--- src/rtl/rgb_pkg.sv ---
// Shared types and constants for the RGB colour sequencer: colour word,
// fixed 7-entry palette, sequencer states and palette index helpers.
package rgb_pkg;

  typedef struct packed {
    logic [7:0] r;
    logic [7:0] g;
    logic [7:0] b;
  } rgb_t;

  localparam int PALETTE_LEN = 7;

  localparam rgb_t PALETTE [PALETTE_LEN] = '{
    24'h9400D3, 24'h4B0082, 24'h0000FF, 24'h00FF00,
    24'hFFFF00, 24'hFF7F00, 24'hFA1010
  };

  typedef enum logic [1:0] {
    IDLE,
    DWELL,
    FADE
  } seq_state_t;

  // Out-of-range indices cannot occur in operation; they read as black.
  function automatic rgb_t palette_at(input logic [2:0] i);
    rgb_t c;
    c = '0;
    if (i < 3'(PALETTE_LEN)) c = PALETTE[i];
    return c;
  endfunction

  function automatic logic [2:0] idx_next(input logic [2:0] i);
    return (i == 3'(PALETTE_LEN - 1)) ? 3'd0 : i + 3'd1;
  endfunction

  function automatic logic [2:0] idx_prev(input logic [2:0] i);
    return (i == 3'd0) ? 3'(PALETTE_LEN - 1) : i - 3'd1;
  endfunction

endpackage

--- src/rtl/rgb_lerp.sv ---
// Combinational 3-channel crossfade: out = (from*(256-k) + to*k) >> 8 per
// channel, with k in 0..256 so k=256 yields the target exactly.
module rgb_lerp
  import rgb_pkg::*;
(
  input  rgb_t       from,
  input  rgb_t       to,
  input  logic [8:0] k,
  output rgb_t       color
);

  function automatic logic [7:0] mix(input logic [7:0] a, input logic [7:0] b,
                                     input logic [8:0] w);
    logic [16:0] acc;
    acc = 17'(a) * 17'(9'd256 - w) + 17'(b) * 17'(w);
    return 8'(acc >> 8);
  endfunction

  always_comb begin
    color.r = mix(from.r, to.r, k);
    color.g = mix(from.g, to.g, k);
    color.b = mix(from.b, to.b, k);
  end

endmodule

--- src/rtl/rgb_color_sequencer.sv ---
// Palette sequencer feeding rgb_led: dwell, optional crossfade, manual steps
// and a req/gnt colour override. Crossfade is built only with RGB_SEQ_FADE_EN.
module rgb_color_sequencer
  import rgb_pkg::*;
#(
  parameter int DWELL_CYCLES = 25_000_000,
  parameter int FADE_TICK    = 97_656
) (
  input  logic        CLK,
  input  logic        RST_N,
  input  logic        enable,
  input  logic        step_up,
  input  logic        step_dn,
  input  logic        ovr_req,
  input  logic [23:0] ovr_color,
  output logic        ovr_gnt,
  output logic [23:0] color,
  output logic [2:0]  index,
  output logic        busy
);

  localparam int CW = (DWELL_CYCLES > 1) ? $clog2(DWELL_CYCLES) : 1;
  localparam logic [CW-1:0] DWELL_LAST = CW'(DWELL_CYCLES - 1);

  seq_state_t    state, state_d;
  logic [CW-1:0] dwell_cnt, dwell_cnt_d;
  logic [2:0]    index_d, step_idx;
  logic          step, busy_d;
  logic [8:0]    mix_k;
  rgb_t          from_color, to_color, mix_color, seq_color, color_d;

`ifdef RGB_SEQ_FADE_EN
  localparam int TW = (FADE_TICK > 1) ? $clog2(FADE_TICK) : 1;
  localparam logic [TW-1:0] TICK_LAST = TW'(FADE_TICK - 1);

  logic [8:0]    fade_k, fade_k_d;
  logic [TW-1:0] tick_cnt, tick_cnt_d;
`endif

  always_ff @(posedge CLK or negedge RST_N) begin
    // NOTE: non-blocking assignments so every flop samples pre-edge values.
    if (!RST_N) begin
      state     <= IDLE;
      index     <= 3'(PALETTE_LEN - 1);
      dwell_cnt <= '0;
      color     <= '0;
      ovr_gnt   <= 1'b0;
      busy      <= 1'b0;
`ifdef RGB_SEQ_FADE_EN
      fade_k    <= '0;
      tick_cnt  <= '0;
`endif
    end else begin
      state     <= state_d;
      index     <= index_d;
      dwell_cnt <= dwell_cnt_d;
      color     <= color_d;
      ovr_gnt   <= ovr_req;
      busy      <= busy_d;
`ifdef RGB_SEQ_FADE_EN
      fade_k    <= fade_k_d;
      tick_cnt  <= tick_cnt_d;
`endif
    end
  end

  always_comb begin
    // NOTE: every signal written here gets a default first, so no latch is inferred.
    state_d     = state;
    index_d     = index;
    dwell_cnt_d = dwell_cnt;
    step        = step_up ^ step_dn;
    step_idx    = step_up ? idx_next(index) : idx_prev(index);
`ifdef RGB_SEQ_FADE_EN
    fade_k_d    = fade_k;
    tick_cnt_d  = tick_cnt;
`endif
    // A granted override freezes everything; a step beats dwell expiry.
    if (!ovr_req) begin
      if (step) begin
        state_d     = DWELL;
        index_d     = step_idx;
        dwell_cnt_d = '0;
`ifdef RGB_SEQ_FADE_EN
        fade_k_d    = '0;
        tick_cnt_d  = '0;
`endif
      end else if (enable) begin
        case (state)
          IDLE: begin
            state_d     = DWELL;
            index_d     = 3'd0;
            dwell_cnt_d = '0;
          end
          DWELL: begin
            if (dwell_cnt == DWELL_LAST) begin
              dwell_cnt_d = '0;
`ifdef RGB_SEQ_FADE_EN
              state_d     = FADE;
`else
              index_d     = idx_next(index);
`endif
            end else begin
              dwell_cnt_d = dwell_cnt + CW'(1);
            end
          end
`ifdef RGB_SEQ_FADE_EN
          FADE: begin
            if (tick_cnt == TICK_LAST) begin
              tick_cnt_d = '0;
              // Step 256 lands exactly on the target, so the fade ends there.
              if (fade_k == 9'd255) begin
                state_d  = DWELL;
                index_d  = idx_next(index);
                fade_k_d = '0;
              end else begin
                fade_k_d = fade_k + 9'd1;
              end
            end else begin
              tick_cnt_d = tick_cnt + TW'(1);
            end
          end
`endif
          default: state_d = IDLE;
        endcase
      end
    end
  end

  assign from_color = palette_at(index_d);
  assign to_color   = palette_at(idx_next(index_d));

  always_comb begin
    mix_k = '0;
`ifdef RGB_SEQ_FADE_EN
    if (state_d == FADE) mix_k = fade_k_d;
`endif
  end

  rgb_lerp u_lerp (
    .from  (from_color),
    .to    (to_color),
    .k     (mix_k),
    .color (mix_color)
  );

  always_comb begin
    seq_color = mix_color;
    if (state_d == IDLE) seq_color = '0;
    color_d = ovr_req ? rgb_t'(ovr_color) : seq_color;
    busy_d  = (state_d == FADE);
  end

endmodule

--- config.mk ---
export PLATFORM = sky130hd
export DESIGN_NAME = rgb_color_sequencer
export DESIGN_NICKNAME = d
export VERILOG_FILES = /design/src/rtl/rgb_pkg.sv /design/src/rtl/rgb_lerp.sv /design/src/rtl/rgb_color_sequencer.sv
export SDC_FILE = /design/constraint.sdc
export NUM_CORES = 1
export LEC_CHECK = 0
export ABC_AREA = 0
export CORE_MARGIN = 2
export CORE_UTILIZATION = 40
export CTS_CLUSTER_SIZE = 28
export DETAILED_ROUTE_END_ITERATION = 10
export DONT_BUFFER_PORTS = 1
export GPL_TIMING_DRIVEN = 0
export PLACE_DENSITY_LB_ADDON = 0.3
export SKIP_CTS_REPAIR_TIMING = 1
export SYNTH_ARGS = -nofsm -noshare
export SYNTH_HDL_FRONTEND = slang
export SYNTH_SLANG_ARGS = --single-unit
--- constraint.sdc ---
create_clock -name CLK -period 2.8 [get_ports CLK]
set_clock_uncertainty 0.05 [all_clocks]
set_input_delay 0.84 -clock CLK [delete_from_list [all_inputs] [get_ports CLK]]
set_output_delay 0.84 -clock CLK [all_outputs]
set_load 0.1 [all_outputs]
# Word level (Yosys, flattened, before mapping)
# Memories as Yosys holds them, arrays and structs flattened.
# Cells that the tools add are included.
# word_totals
register_bits	56
mem_bits_ro	192
inputBits	30
output_inout_bits	29
wordCells	46
n_memories	1
# classes
addsub	3
n_lt_le_gt_ge	2
eq_ne	4
mux	21
n_bitwise	3
n_reduce_logical	6
# mem_list
memory	depth	word_bits	read_ports	rd_ports_with_merged_regs	write_ports	line_no	source
(name not given)	8	24	1	0	0	rgb_pkg.sv:28	if (i < 3'(PALETTE_LEN)) c = PALETTE[i];
# ops
operator	count
24-bit two-way mux	5
25-bit two-way mux	3
25-bit case mux with 2 select lines	1
25-bit by 1-bit adder with 25-bit output (second input constant)	1
25-bit equality test (second input constant)	1
3-bit two-way mux	7
2-bit two-way mux	3
3-bit case mux with 2 select lines	1
4-bit greater-or-equal comparator (second input constant)	1
2-bit zero test	2
3-bit inverter with 4-bit output	1
2-bit case mux with 2 select lines	1
3-bit by 1-bit adder with 3-bit output (second input constant)	1
3-bit equality test (second input constant)	1
3-bit zero test	1
3-bit less-than comparator (second input constant)	1
3-bit AND reduction	1
3-bit nonzero test	1
3-bit by 1-bit subtractor with 3-bit output (second input constant)	1
2-bit by 1-bit equality test with 1-bit output (second input constant)	1
2-bit equality test (second input constant)	1
2-bit nonzero test	1
1-bit inverter	1
1-bit XOR	1

# Depth between registers and ports, before layout
# Gate-level depths: netlist of run 1.
# logic_depth
depth_word	14
depth_mapped	10
depth_no_buf	9

# Cells and area by module
# Synthesis of run 1 repeated with hierarchy kept, for this count alone.
# hier_totals
cells_unflattened	2000
area_unflattened_um2	18077.3
# by_module_without_submodules
mod	n_inst	cells_per_inst	area_per_inst_um2	seq_area_each_um2
rgb_lerp	1	1692	15082.0	0.0
rgb_color_sequencer	1	308	2995.4	1403.8

# Worst setup path before layout of run 1
# OpenSTA, ideal clock, no wires.
# synth_timing
path_kind	reg-to-reg
from	register index[0]
to	register color[10]
setup_ns	0.134
arrival_ns	2.686
t_required_ns	2.616
path_slack_ns	-0.069
path_stages_with_launch	10
path_buffers	0
synth_period_minus_slack_ns	2.869
cell_sequence	dfrtp_1 > inv_1 > ha_1 > and2_0 > o21ai_0 > o21ai_0 > or3_1 > nand3_2 > mux2i_1 > o21ai_0
# synth_rtl
item	line_no	source
start: declaration	rgb_color_sequencer.sv:18	output logic [2:0] index,
start signal: assignment	rgb_color_sequencer.sv:44	index <= 3'(PALETTE_LEN - 1);
start signal: assignment	rgb_color_sequencer.sv:55	index <= index_d;
end signal: assignment	rgb_color_sequencer.sv:57	color <= color_d;
end: declaration	rgb_color_sequencer.sv:17	output logic [23:0] color,

==> run summary, run 1 <==
initial antenna violation count: 0
Final #Nets: 366
CTS root buf: clkbuf_8
register area: 0.00142 sq mm
vias in the first global route: 2,239
TritonCTS clock tree: done
type of the worst setup path: register to register
synth unique cells: 48
sequential share of the synthesized area: 48.6%
global route hottest layer: met2
r2r setup slk: 100 ps
Clock Path Buffers: 2
Core ar.: 0.00691 sq mm
DP HPWL: 4.67 mm
worst skew pair latency: 310 ps
reg2reg end: color[14]
Antenna Nets Post-Route: 0
syn avg cell area: 8.98 sq um
min-delay worst type: input port to async pin
Multi-input gate area: 0.00147 sq mm
Antenna Diode Count: 0
Fin Hold WS: 153 ps
post-DR wirelength/cell: 15.5 um
Chip Width: 89.0 um
number of H-tree levels: 2
Pre-antenna DRT Iters: 4
routed via count: 2,344
final WL: 6.61 mm
Port-buffer cells: 0
clk slew on worst S/H paths: 100 ps
EDFF count, synth: 0
grt met3 use: 3.32%
number of fill cells in the layout: 706
RSZ-0062 raised after global routing: yes
first-pass GRT wire length: 10.8 mm
Worst EP arrival: 2840 ps
top-area cell type share of the netlist area: 46.8%
share of layout cells above drive strength 1: 10.3%
worst-margin pin slew: 890 ps
final core utilization: 46.1%
TritonCTS Buffers: 5
cells after synthesis: 322
GRT Resource Usage Total: 17.4%
met2 usage: 26.2%
Post-DP Area: 0.00301 sq mm
outcome: complete, no violations
Tcrit/Tclk final: 96.3%
die area: 0.00792 sq mm
Ports: 59
DIE HEIGHT: 89.0 um
most common cell in the netlist: nand2_1
synth warn: 0
CTS Sinks: 56
DR vias/cell: 5.49
Static Leak: 1.35 nW
Max Slew Vio Count: 0
crit path launch: dwell_cnt[15]
# setup viols final: 0
Setup crit start kind: register
synthesis-stage register bit count: 56
Design Area, Final: 0.00319 sq mm
area leader, netlist: dfrtp_1
Setup TNS: 0 ps
DRT iter0 DRCs: 168
Placer Congestion: 0.841
worst vdd ir: 0.000797 V
syn_nets: 358
fin crit period: 2700 ps
pwr dens: 956 mW/mm^2
fraction of registers with async set/reset: 100%
final hold vios: 0
gr ovfl total: 0
Site Rows: 30
CP endpoint kind: register
CP required: 2940 ps
CP max FO: 7
grt met1 use: 25.2%
r2r startpoint: dwell_cnt[15]
maximum clock rate: 0.371 GHz
Max Cap Viol: 0
cell depth of the worst flop-to-flop path: 8
Initial Util: 41.8%
drt drc: 0
max_slew headroom: 40.7%
Mapped Area: 0.00289 sq mm
largest net degree at the start of global routing: 57
synth top area cells: dfrtp_1 47%, nand2_1 7.8%, o21ai_0 7.1%
Area Overhead vs Synth: 10.2%
Synth top cells by count: 60 x nand2_1, 54 x dfrtp_1, 41 x o21ai_0, 26 x nor2_1
top_reg_cell synth: dfrtp_1
worst max path at each step:
stage,end
detailed placement,color[13]
global placement,color[9]
global route,color[13]
floorplan,color[10]
finish,color[14]
CTS,color[14]
layout by cell type (no fill, tap or decap), drive strengths merged, types with 5 or more instances in the layout:
| master | instances |
|---|---|
| and3 | 7 |
| a21oi | 10 |
| and2 | 5 |
| o21ai | 43 |
| nor2 | 26 |
| dfrtp | 54 |
| ha | 6 |
| nand2 | 60 |
| nand3 | 12 |
| inv | 6 |
| nor3 | 7 |
| clkbuf | 16 |
| nand2b | 10 |
| nand4 | 9 |
| nor2b | 5 |
| xor2 | 5 |
power breakdown:
| group | internal (mW) | leakage [nW] | switching (mW) |
|---|---|---|---|
| sequential | 0.950 | 0.725 | 1.01 |
| clock | 0.178 | 0.0445 | 0.269 |
| combinational | 0.254 | 0.583 | 0.385 |
| total | 1.38 | 1.35 | 1.66 |
registers in the layout, indices dropped and copies added (netlist names):
name and flops:
busy 1, dwell_cnt 25, index 3, ovr_gnt 1, state 2, color 24
area by class of cell:
cell class / instances / area share, %
Clock inverter: 3 / 0.668
Buffer: 12 / 1.89
Sequential cell: 56 / 44.5
Multi-Input combinational cell: 249 / 46.2
Tap cell: 96 / 3.77
Inverter: 5 / 0.589
Timing Repair Buffer: 1 / 0.236
Clock buffer: 5 / 2.16
critical path, cell delays in order, from the launching register on:
cell     delay, ps
dfrtp_2        460
or4bb_1        550
nor4_4         380
buf_4          190
a311o_1        180
nand3_2        160
o21a_1         240
mux2i_4        250
o21ai_0        110
kinds of logic (layout without fill, tap and decap cells):
family                   Yosys count  count (layout)  synth area share [%]
AND/OR/NAND/NOR                  156             156                  27.1
AO/OA/AOI/OAI                     73              73                  14.7
flip-flops                        56              56                  48.6
buffers and inverters             17              26                  2.51
XOR/XNOR                           9               9                  2.73
adder cells (fa/ha/maj)            6               6                  2.60
multiplexers                       5               5                  1.77
layer usage:
metal  share of wire [%]  vias to the layer above
met4                 1.8                        0
li1                    -                     1148
met2                  48                       55
met5                   0                        -
met1                  47                     1134
met3                 3.9                        7
stage by stage:
stage	std cells	power, mW	worst slack, ps
global placement	418	2.51	-138
detailed placement	418	2.53	-233
global route	427	3.20	-24.6
finish	427	3.05	103
floorplan	322	2.38	139
CTS	426	2.98	-234
No activity file was read; power rests on OpenSTA's default activity.
==> inputs of run 2 (changes only) <==
Settings changed: RECOVER_POWER set to 100.
==> results of run 2 <==
Same layout as run 1: the final DEF is identical, and so are final timing and power.
==> inputs of run 3 (changes only) <==
Settings changed: ABC_AREA 0 to unset, CAP_MARGIN set to 20.
==> results of run 3 <==
Same layout as run 1: the final DEF is identical, and so are final timing and power.
